[src/rtl/sigmoid_lut_arbiter.sv]
// Round-robin sharing of one synchronous-read sigmoid LUT among NUM_REQ neuron
// requesters, with per-requester result registers and valid/ready responses.
module sigmoid_lut_arbiter #(
  parameter int NUM_REQ    = 4,
  parameter int IN_W       = 16,
  parameter int FRAC_SHIFT = 6,
  parameter int ADDR_W     = 10,
  parameter int DATA_W     = 10
) (
  input  logic                      clock,
  input  logic                      reset_n,
  input  logic [NUM_REQ-1:0]        io_req_valid,
  input  logic [NUM_REQ*IN_W-1:0]   io_req_x,
  output logic [NUM_REQ-1:0]        io_req_ready,
  output logic [NUM_REQ-1:0]        io_resp_valid,
  input  logic [NUM_REQ-1:0]        io_resp_ready,
  output logic [NUM_REQ*DATA_W-1:0] io_resp_data,
  output logic [ADDR_W-1:0]         io_lutAddr,
  input  logic [DATA_W-1:0]         io_lutData,
  output logic                      io_busy
);

  localparam int TAG_W = $clog2(NUM_REQ);
  localparam logic signed [IN_W-1:0] S_MAX = IN_W'(2**(ADDR_W-1) - 1);
  localparam logic signed [IN_W-1:0] S_MIN = IN_W'(-(2**(ADDR_W-1)));

  logic [NUM_REQ-1:0] pend;
  logic [TAG_W-1:0]   last_grant;
  logic [TAG_W-1:0]   gnt_idx;
  logic               gnt_any;
  logic               s1_valid, s2_valid;
  logic [TAG_W-1:0]   s1_tag, s2_tag;

  logic signed [IN_W-1:0] sel_x;
  logic signed [IN_W-1:0] shifted;
  logic [ADDR_W-1:0]      lut_addr;

  // Pending requesters are masked out, so a result slot is always free on return.
  always_comb begin
    logic [TAG_W-1:0] cand;
    io_req_ready = '0;
    gnt_any      = 1'b0;
    gnt_idx      = '0;
    cand         = '0;
    for (int unsigned k = 1; k <= NUM_REQ; k++) begin
      cand = TAG_W'((32'(last_grant) + k) % NUM_REQ);
      if (!gnt_any && io_req_valid[cand] && !pend[cand]) begin
        gnt_any = 1'b1;
        gnt_idx = cand;
      end
    end
    if (gnt_any) io_req_ready[gnt_idx] = 1'b1;
  end

  // Clamp to the signed ADDR_W range, then offset by flipping the MSB.
  always_comb begin
    sel_x   = io_req_x[gnt_idx*IN_W +: IN_W];
    shifted = sel_x >>> FRAC_SHIFT;
    if (shifted > S_MAX)      lut_addr = '1;
    else if (shifted < S_MIN) lut_addr = '0;
    else                      lut_addr = {~shifted[ADDR_W-1], shifted[ADDR_W-2:0]};
  end

  always_ff @(posedge clock or negedge reset_n) begin
    if (!reset_n) begin
      pend          <= '0;
      last_grant    <= TAG_W'(NUM_REQ - 1);
      s1_valid      <= 1'b0;
      s2_valid      <= 1'b0;
      s1_tag        <= '0;
      s2_tag        <= '0;
      io_lutAddr    <= '0;
      io_resp_valid <= '0;
      io_resp_data  <= '0;
    end else begin
      s1_valid <= gnt_any;
      s2_valid <= s1_valid;
      s2_tag   <= s1_tag;
      if (gnt_any) begin
        io_lutAddr <= lut_addr;
        s1_tag     <= gnt_idx;
        last_grant <= gnt_idx;
      end
      for (int unsigned i = 0; i < NUM_REQ; i++) begin
        if (gnt_any && gnt_idx == TAG_W'(i))
          pend[i] <= 1'b1;
        else if (io_resp_valid[i] && io_resp_ready[i])
          pend[i] <= 1'b0;

        if (s2_valid && s2_tag == TAG_W'(i)) begin
          io_resp_valid[i]                 <= 1'b1;
          io_resp_data[i*DATA_W +: DATA_W] <= io_lutData;
        end else if (io_resp_valid[i] && io_resp_ready[i]) begin
          io_resp_valid[i] <= 1'b0;
        end
      end
    end
  end

  assign io_busy = |pend;

endmodule

[config.mk]
export PLATFORM = sky130hd
export DESIGN_NAME = sigmoid_lut_arbiter
export DESIGN_NICKNAME = d
export VERILOG_FILES = /design/src/rtl/sigmoid_lut_arbiter.sv
export SDC_FILE = /design/constraint.sdc
export NUM_CORES = 1
export LEC_CHECK = 0
export ABC_AREA = 1
export ABC_CLOCK_PERIOD_IN_PS = 2250
export CAP_MARGIN = 20
export CORE_MARGIN = 2
export CORE_UTILIZATION = 41
export CTS_CLUSTER_SIZE = 16
export DETAILED_ROUTE_END_ITERATION = 12
export MAX_ROUTING_LAYER = met4
export PLACE_DENSITY_LB_ADDON = 0.08
export SYNTH_ARGS = -nofsm -noshare
export SYNTH_HDL_FRONTEND = slang
export SYNTH_SLANG_ARGS = --single-unit
[constraint.sdc]
create_clock -name clock -period 2.25 [get_ports clock]
set_input_delay 0.45 -clock clock [delete_from_list [all_inputs] [get_ports clock]]
set_output_delay 0.45 -clock clock [all_outputs]
set_load 0.03 [all_outputs]
# Word level (Yosys, flattened, before mapping)
# Cells that the tools add are included.
[totals]
out_inout_bits = 59
regBits = 66
[op_classes]
add_sub_neg = 4
magnitude_cmp = 8
eq_ne = 6
shift = 1
bitwise_logic = 1
muxes = 41
n_reduce_logical = 38
[ops]
columns = ["operator", "n"]
rows = [
  ["$shiftx 64x7->16", 1],
  ["$mux 1", 25],
  ["$logic_and 1x1->1", 20],
  ["$mux 10", 2],
  ["$bmux 1 s2", 8],
  ["$reduce_bool 2->1", 8],
  ["$lt 2x3->1 const B", 5],
  ["$gt 10x10->1 const B", 1],
  ["$lt 10x10->1 const B", 1],
  ["$eq 2x2->1 const B", 4],
  ["$mux 2", 4],
  ["$logic_not 1->1", 7],
  ["$add 2x1->2 const B", 2],
  ["$add 2x2->2 const B", 2],
  ["$eq 2x1->1 const B", 2],
  ["$logic_not 2->1", 2],
  ["$mux 4", 1],
  ["$reduce_or 4->1", 1],
  ["$demux 1 s2", 1],
  ["$ge 2x1->1 const B", 1],
  ["$not 1->1", 1],
]

# Logic depth before layout (Yosys ltp)
# Gate-level depths: netlist (run 1).
[depth]
word_depth = 23
ltp_mapped = 15
ltp_nobuf = 14

# Worst setup path after synthesis (run 1)
# Ideal clock, no wire load.
[synth_timing]
kind = "reg-to-output"
start = "register last_grant[0]"
end = "output port io_req_ready[2]"
stages_incl_launch_ff = 12
arrival_ns = 1.790
slack_ns = 0.010
n_path_buf = 1
path_cell_list = "dfstp_2 buf_6 inv_4 nand3_2 nand2_1 nand2_2 nand2_4 nor2_4 nand3_2 nand3_1 nand2_2 nor2_1"
[synth_between]
elab_chain_len = 23
elab_cells_between_ends = 48
cone_classes = "add/sub: 4; order compare: 2; mux: 27; reduce/logical: 15"
[synth_lines]
columns = ["item", "line_no", "rtl"]
rows = [
  ["from (decl)", "28", "logic [TAG_W-1:0] last_grant;"],
  ["from (signal assigned)", "67", "last_grant <= TAG_W'(NUM_REQ - 1);"],
  ["from (signal assigned)", "82", "last_grant <= gnt_idx;"],
  ["$add 2x1->2", "46", "cand = TAG_W'((32'(last_grant) + k) % NUM_REQ);"],
  ["$bmux 1 s2", "47", "if (!gnt_any && io_req_valid[cand] && !pend[cand]) begin"],
  ["$mux 1 (implied by the code)", "47", ""],
  ["$logic_not 1->1", "47", ""],
  ["$logic_and 1x1->1", "47", ""],
  ["$mux 1", "47", ""],
  ["$logic_not 1->1", "47", ""],
  ["$logic_and 1x1->1 (2 in a row)", "47", ""],
  ["[5 not listed]", "-", ""],
  ["$logic_not 1->1", "47", ""],
  ["$logic_and 1x1->1 (2 in a row)", "47", ""],
  ["$mux 2", "47", ""],
  ["$lt 2x3->1 (implied by the code) / $ge 2x1->1 (equally long branches)", "52", "if (gnt_any) io_req_ready[gnt_idx] = 1'b1;"],
  ["$logic_and 1x1->1 (implied by the code)", "52", ""],
  ["$mux 1 (implied by the code)", "52", ""],
  ["$demux 1 s2", "52", ""],
  ["$mux 4 *", "52", ""],
  ["to (decl)", "14", "output logic [NUM_REQ-1:0] io_req_ready,"],
]
# Every way passes the cells marked *; elsewhere a longest branch is shown, timed or not. The select of a mux whose other input is x is not followed.

# Final worst setup path (run 1)
[layout_timing]
start = "register last_grant[0]"
end = "output port io_req_ready[1]"
# The elaborated chain is that of the path after synthesis.

==> metrics.csv, run 1 <==
stage;metric;value;unit
cts;numCtsBuffers;9;
cts;cts_sinks;66;
floorplan;die_w;89.81;um
placed_design;place_inst;570;
floorplan;pin_count;143;
sta;timing.fmax;386.5;MHz
placed_design;globalplace.congestion;0.7912;
logic_synthesis;synth-seq-cells;66;
logic_synthesis;yosys_warnings;0;
route;antenna_left;0;
sta;hold_viol;0;
hold_path;min_from;s1_valid$_DFF_PN0_;
route;num_vias;2906;
cts;clk_pin_slew;0.06;ns
placed_design;dp_hpwl;5478;um
floorplan;start_util;42.07;%
global_routing;grt_max_degree;41;
cells_and_area;final_cells;601;
hold_path;hold_class;reg -> reg;
route;detail_route.vias_per_cell;4.835;
setup_path;crit_family;flip-flops;
logic_synthesis;synth_nets;445;
sta;fin_crit;2.588;ns
logic_synthesis;syn_area;0.003019;mm^2
sta;final.setup_skew;0.006071;ns
cells_and_area;drive_gt1_share;15.94;%
floorplan;rows;31;
setup_path;crit_arrival;2.14;ns
logic_synthesis;ys.flop_type;dfrtp_1;
setup_path;crit_chain;clkinv_4, nand2_2, nand2_1, nand2_1, nand2_2, o211ai_2, nand2_4, inv_6, nand2_2, inv_1, buf_6;
global_routing;gr-total-overflow;0;
cells_and_area;diodes;0;
setup_path;critPathKind;reg -> out;
logic_synthesis;synth.distinct_cells;22;
status;status;finished with violations;
setup_path;critical_path_buf_inv_count;4;
setup_path;cp-start-kind;flop;
cells_and_area;seqCellArea;0.001654;mm^2
status;failed_checks;negative setup slack;
sta;rsz0062_at_grt;true;
global_routing;antenna_found_initial;0;
logic_synthesis;syn_area_per_cell;8.363;um^2
placed_design;io_buffer_count;118;
cts;clock_path_buffers;2;
floorplan;fp.coreArea;0.007176;mm^2
route;drt_iter0_drc;94;
setup_path;required;1.80;ns
global_routing;grt_pass1_vias;2694;
setup_path;reg2reg_from;last_grant[0]$_DFFE_PN1P_;
cts;clk_latency;0.33;ns
cells_and_area;num-nets-final;582;
sta;tightest_slew;0.7268;ns
setup_path;critPathSlowestCell;dfstp_2;
cells_and_area;multi_input_area;0.001274;mm^2
cells_and_area;design_area;0.004777;mm^2
global_routing;track_usage;19.81;%
placed_design;dp_slack;-0.2230;ns
setup_path;critPathLaunch;last_grant[0]$_DFFE_PN1P_;
cts;cts_tree;built;
cts;htreeDepth;3;
setup_path;cp-end-kind;output port;
run;cap_violations;0;
global_routing;grt_pass1_wl;12680;um
logic_synthesis;synthesis.instances;361;
sta;finalMaxSlewViolations;0;
sta;relSlewSlack;51.41;%
setup_path;crit_top_cell;nand2_2;
sta;worst_slack;-0.3375;ns
route;dr.pass1.iters;5;
cells_and_area;area_delta_synth_final;58.23;%
floorplan;dieArea;0.008066;mm^2
cells_and_area;num-fill-cells;601;
logic_synthesis;ys_seq_area_share;54.79;%
cts;cts_root_buffer;clkbuf_8;
logic_synthesis;synth-edff-count;0;
sta;setup_viol;14;
logic_synthesis;synth-async-reset-ratio;100.0;%
setup_path;cp_slowest_stage_delay;0.61;ns
route;routed_wirelength;7807;um
floorplan;die_h;89.81;um
route;drt-wirelength-per-cell;12.99;um
setup_path;crit_fanout;7;
route;drc;0;
placed_design;post_dp_cell_area;0.004293;mm^2
sta;fin_crit_sh;115.0;%
-- state kept, by name (all words and copies together), names as in the netlist --
signal and cells:
last_grant 2, io_lutAddr 10, pend 4, s1_valid 1
io_resp_valid 4, io_resp_data 40, s1_tag 2, s2_tag 2
s2_valid 1
-- synthesized netlist by cell type, drive strengths merged, types with 2 or more instances --
cell / count / area (um^2)
or2: 3 / 18.77
o21ai: 45 / 225.2
nor2: 6 / 30.03
dfstp: 2 / 52.55
a21oi: 3 / 15.01
buf: 10 / 73.81
inv: 28 / 107.6
nand4: 3 / 18.77
clkbuf: 8 / 30.03
dfrtp: 64 / 1602
nand3: 62 / 335.3
nand2: 126 / 498.0
-- metal layers --
layer  global-route usage [%]  up-vias  routed length [um]
met5                        -        -                   0
met2                    31.06      109                3690
met3                    4.275       11                 524
li1                         -     1447                   -
met4                    8.333        0                 120
met1                    25.15     1339                3471
-- worst register-to-register path: cells and delay by family, from the launching register on --
kind            cells  cell delay [ns]
simple gates        9             0.81
flops               1             0.61
buf+inv             4             0.56
compound gates      1             0.23
-- through the flow --
step	TNS (ns)	util, %	hold slack (ns)
after detailed placement	-2.162	59.83	0.3121
after global placement	-1.693	59.83	0.3110
final	-1.718	66.57	0.3525
after global routing	-3.663	66.57	0.3633
after floorplan	0	-	0.1544
after CTS	-1.156	64.59	0.3581
-- placed cells by master (no fill, tap or decap), types with 4 or more instances in the layout --
cell,n
nand3_1,54
o21ai_0,45
nand2_2,7
clkbuf_8,12
nand3_2,4
buf_4,22
inv_1,23
nor2_4,4
nand2_1,111
clkdlybuf4s50_1,113
nand2_4,8
nand3_4,4
buf_6,5
dfrtp_1,64
-- logic make-up (layout without fill, tap and decap cells) --
| family | Yosys count | count (layout) | synth area share (%) |
|---|---|---|---|
| simple gates | 200 | 200 | 29.84 |
| flops | 66 | 66 | 54.79 |
| compound gates | 49 | 49 | 8.371 |
| buf+inv | 46 | 187 | 7.004 |
-- layout make-up --
cell class,count,share of cell area [%]
timing repair inverter,1,0.1572
clock buffer,13,3.536
clock inverter,2,0.7334
tap,99,2.593
sequential,66,34.63
timing repair buffer,143,29.05
multi-input combinational,249,26.66
inverter,28,2.645
-- repair_timing --
| action | CTS | global route |
|---|---|---|
| buffers inserted | 10 | 5 |
| pin swaps | 8 | 9 |
| gates resized for setup | 17 | 24 |
| endpoints found under the hold margin | 6 | 0 |
| hold buffers | 1 | 0 |
| cloned | 0 | 1 |
| setup endpoints to repair | 4 | 17 |
-- path summary, 6_finish.rpt --
| path | to | slack, ns | depth (start not counted) |
|---|---|---|---|
| worst max-delay path | io_req_ready[1] | -0.34 | 11 |
| max in group asynchronous | last_grant[1]$_DFFE_PN1P_ | 1.17 | 3 |
| worst min register to register | s2_valid$_DFF_PN0_ | 0.35 | 0 |
| min in group asynchronous | io_resp_data[5]$_DFFE_PN0P_ | 0.51 | 2 |
| worst min-delay path | s2_valid$_DFF_PN0_ | 0.35 | 0 |
| worst max register to register | io_lutAddr[2]$_DFFE_PN0P_ | -0.07 | 14 |
Power of run 1 is left out: the tool's default activity adds up to more than one toggle a clock period on the data nets, which glitch-free logic cannot reach.
==> run 2: changes to the inputs <==
Settings changed: CORE_ASPECT_RATIO set to 1.2, REMOVE_ABC_BUFFERS set to 1.
==> metrics.csv, run 2 (synthesized netlist as in run 1, its figures left out) <==
stage;metric;value;unit
route;drt-wirelength-per-cell;13.41;um
floorplan;die_h;98;um
run;cap_violations;0;
route;routed_wirelength;7888;um
floorplan;start_util;41.99;%
setup_path;cp-start-kind;flop;
cts;clk_pin_slew;0.07;ns
setup_path;reg2reg_from;last_grant[0]$_DFFE_PN1P_;
cells_and_area;num-nets-final;577;
global_routing;antenna_found_initial;0;
setup_path;crit_fanout;7;
cells_and_area;final_cell_mix;clkdlybuf4s50_1, nand2_1, dfrtp_1, nand3_1, o21ai_0;
global_routing;grt_pass1_vias;2746;
global_routing;track_usage;21.13;%
route;num_vias;2902;
cts;clk_latency;0.34;ns
setup_path;critical_path_buf_inv_count;2;
sta;relSlewSlack;50.00;%
placed_design;dp_hpwl;5392;um
cells_and_area;regMostFlops;io_resp_data;
floorplan;die_w;82.34;um
cts;cts_sinks;66;
setup_path;crit_chain;clkinv_4, nand3_2, nand2_2, nand2_2, nand2_4, nor2_4, nand4_1, nand2_4, nand2_4, nor2_4, buf_6;
cts;ctsHoldBuffers;0;
setup_path;critPathKind;reg -> out;
route;detail_route.vias_per_cell;4.935;
placed_design;globalplace.congestion;0.7792;
global_routing;grt_max_degree;67;
cells_and_area;num-fill-cells;631;
floorplan;dieArea;0.008069;mm^2
floorplan;pin_count;143;
sta;finalMaxSlewViolations;0;
setup_path;crit_family;simple AND/OR/NAND/NOR gates;
sta;worst_slack;-0.3893;ns
placed_design;io_buffer_count;118;
sta;tightest_slew;0.7479;ns
setup_path;critPathSlowestCell;dfstp_2;
route;drt_iter0_drc;118;
global_routing;gr-total-overflow;0;
route;antenna_left;0;
setup_path;cp_slowest_stage_delay;0.62;ns
setup_path;crit_top_cell;nand2_4;
cells_and_area;largest_register_ffs;40;
sta;hold_viol;0;
sta;fin_crit_sh;117.3;%
floorplan;fp.coreArea;0.007189;mm^2
sta;timing.fmax;378.9;MHz
cts;cts_root_buffer;clkbuf_8;
setup_path;critPathLaunch;last_grant[0]$_DFFE_PN1P_;
status;failed_checks;negative setup slack;
cells_and_area;diodes;0;
cts;htreeDepth;3;
cells_and_area;final_common_cell;clkdlybuf4s50_1;
cts;numCtsBuffers;9;
route;drc;0;
status;status;finished with violations;
setup_path;cp-end-kind;output port;
cells_and_area;seqCellArea;0.001654;mm^2
setup_path;required;1.80;ns
cells_and_area;multi_input_area;0.001241;mm^2
route;dr.pass1.iters;4;
cells_and_area;area_delta_synth_final;56.24;%
setup_path;crit_arrival;2.19;ns
cells_and_area;drive_gt1_share;15.66;%
sta;setup_viol;14;
cts;cts_tree;built;
cts;clock_path_buffers;2;
sta;final.setup_skew;0.01146;ns
sta;rsz0062_at_grt;true;
global_routing;grt_pass1_wl;12810;um
hold_path;hold_class;in -> async;
floorplan;rows;34;
sta;fin_crit;2.639;ns
sta;holdWs;0.1177;ns
cells_and_area;reg.largest.list;io_resp_data x40, io_lutAddr x10;
==> run 2: cell types whose count changed in the layout (fill, tap and decap cells not counted), sizes merged <==
cell,change
buf,-4
bufinv,+1
dlygate4sd3,-1
clkbuf,-3
clkinvlp,+1
clkinv,+2
==> run 2: through the flow <==
step	TNS (ns)	cells	worst slack [ns]	util (%)	area, um^2
2_1_floorplan	-1.969	343	-0.4644	-	2915
3_3_place_gp	-1.775	561	-0.2317	59.55	4282
3_5_place_dp	-2.463	561	-0.2629	59.55	4282
4_1_cts	-1.256	583	-0.3311	64.31	4623
5_1_grt	-3.844	588	-0.4801	65.61	4717
6_report	-1.895	588	-0.3893	65.61	4717
==> run 2: layout make-up <==
cell class / instances / area share [%]
clock inverters: 6 / 1.910
repair inverters: 1 / 0.1592
clock buffers: 10 / 2.918
inverters: 28 / 2.679
flip-flops and latches: 66 / 35.07
multi-input cells: 249 / 26.31
well taps: 90 / 2.387
repair buffers: 138 / 28.57
==> run 2: worst paths after layout <==
check,to,slack (ns),cells past startpoint
worst min-delay path,io_resp_data[17]$_DFFE_PN0P_,0.12,2
worst min register to register,s2_valid$_DFF_PN0_,0.35,0
max in group asynchronous,last_grant[0]$_DFFE_PN1P_,1.80,2
worst max register to register,io_lutAddr[3]$_DFFE_PN0P_,-0.07,16
min in group clock,s2_valid$_DFF_PN0_,0.35,0
worst max-delay path,io_req_ready[0],-0.39,11
==> run 2: timing repair <==
item / 4_1_cts / 5_1_grt
setup endpoints to repair: 4 / 17
resized for setup: 22 / 14
setup buffers: 6 / 4
gates cloned: 0 / 1
pin swaps: 9 / 9
==> run 2: layer usage <==
metal | vias to the layer above | track usage [%] | wire length [um] | part of all wire (%)
li1 | 1437 | - | - | -
met1 | 1347 | 26.29 | 3264 | 41
met2 | 110 | 33.25 | 3938 | 50
met3 | 8 | 5.730 | 596 | 7.6
met4 | 0 | 6.538 | 89 | 1.1
met5 | - | - | 0 | 0
Power of run 2 is left out for the same reason.
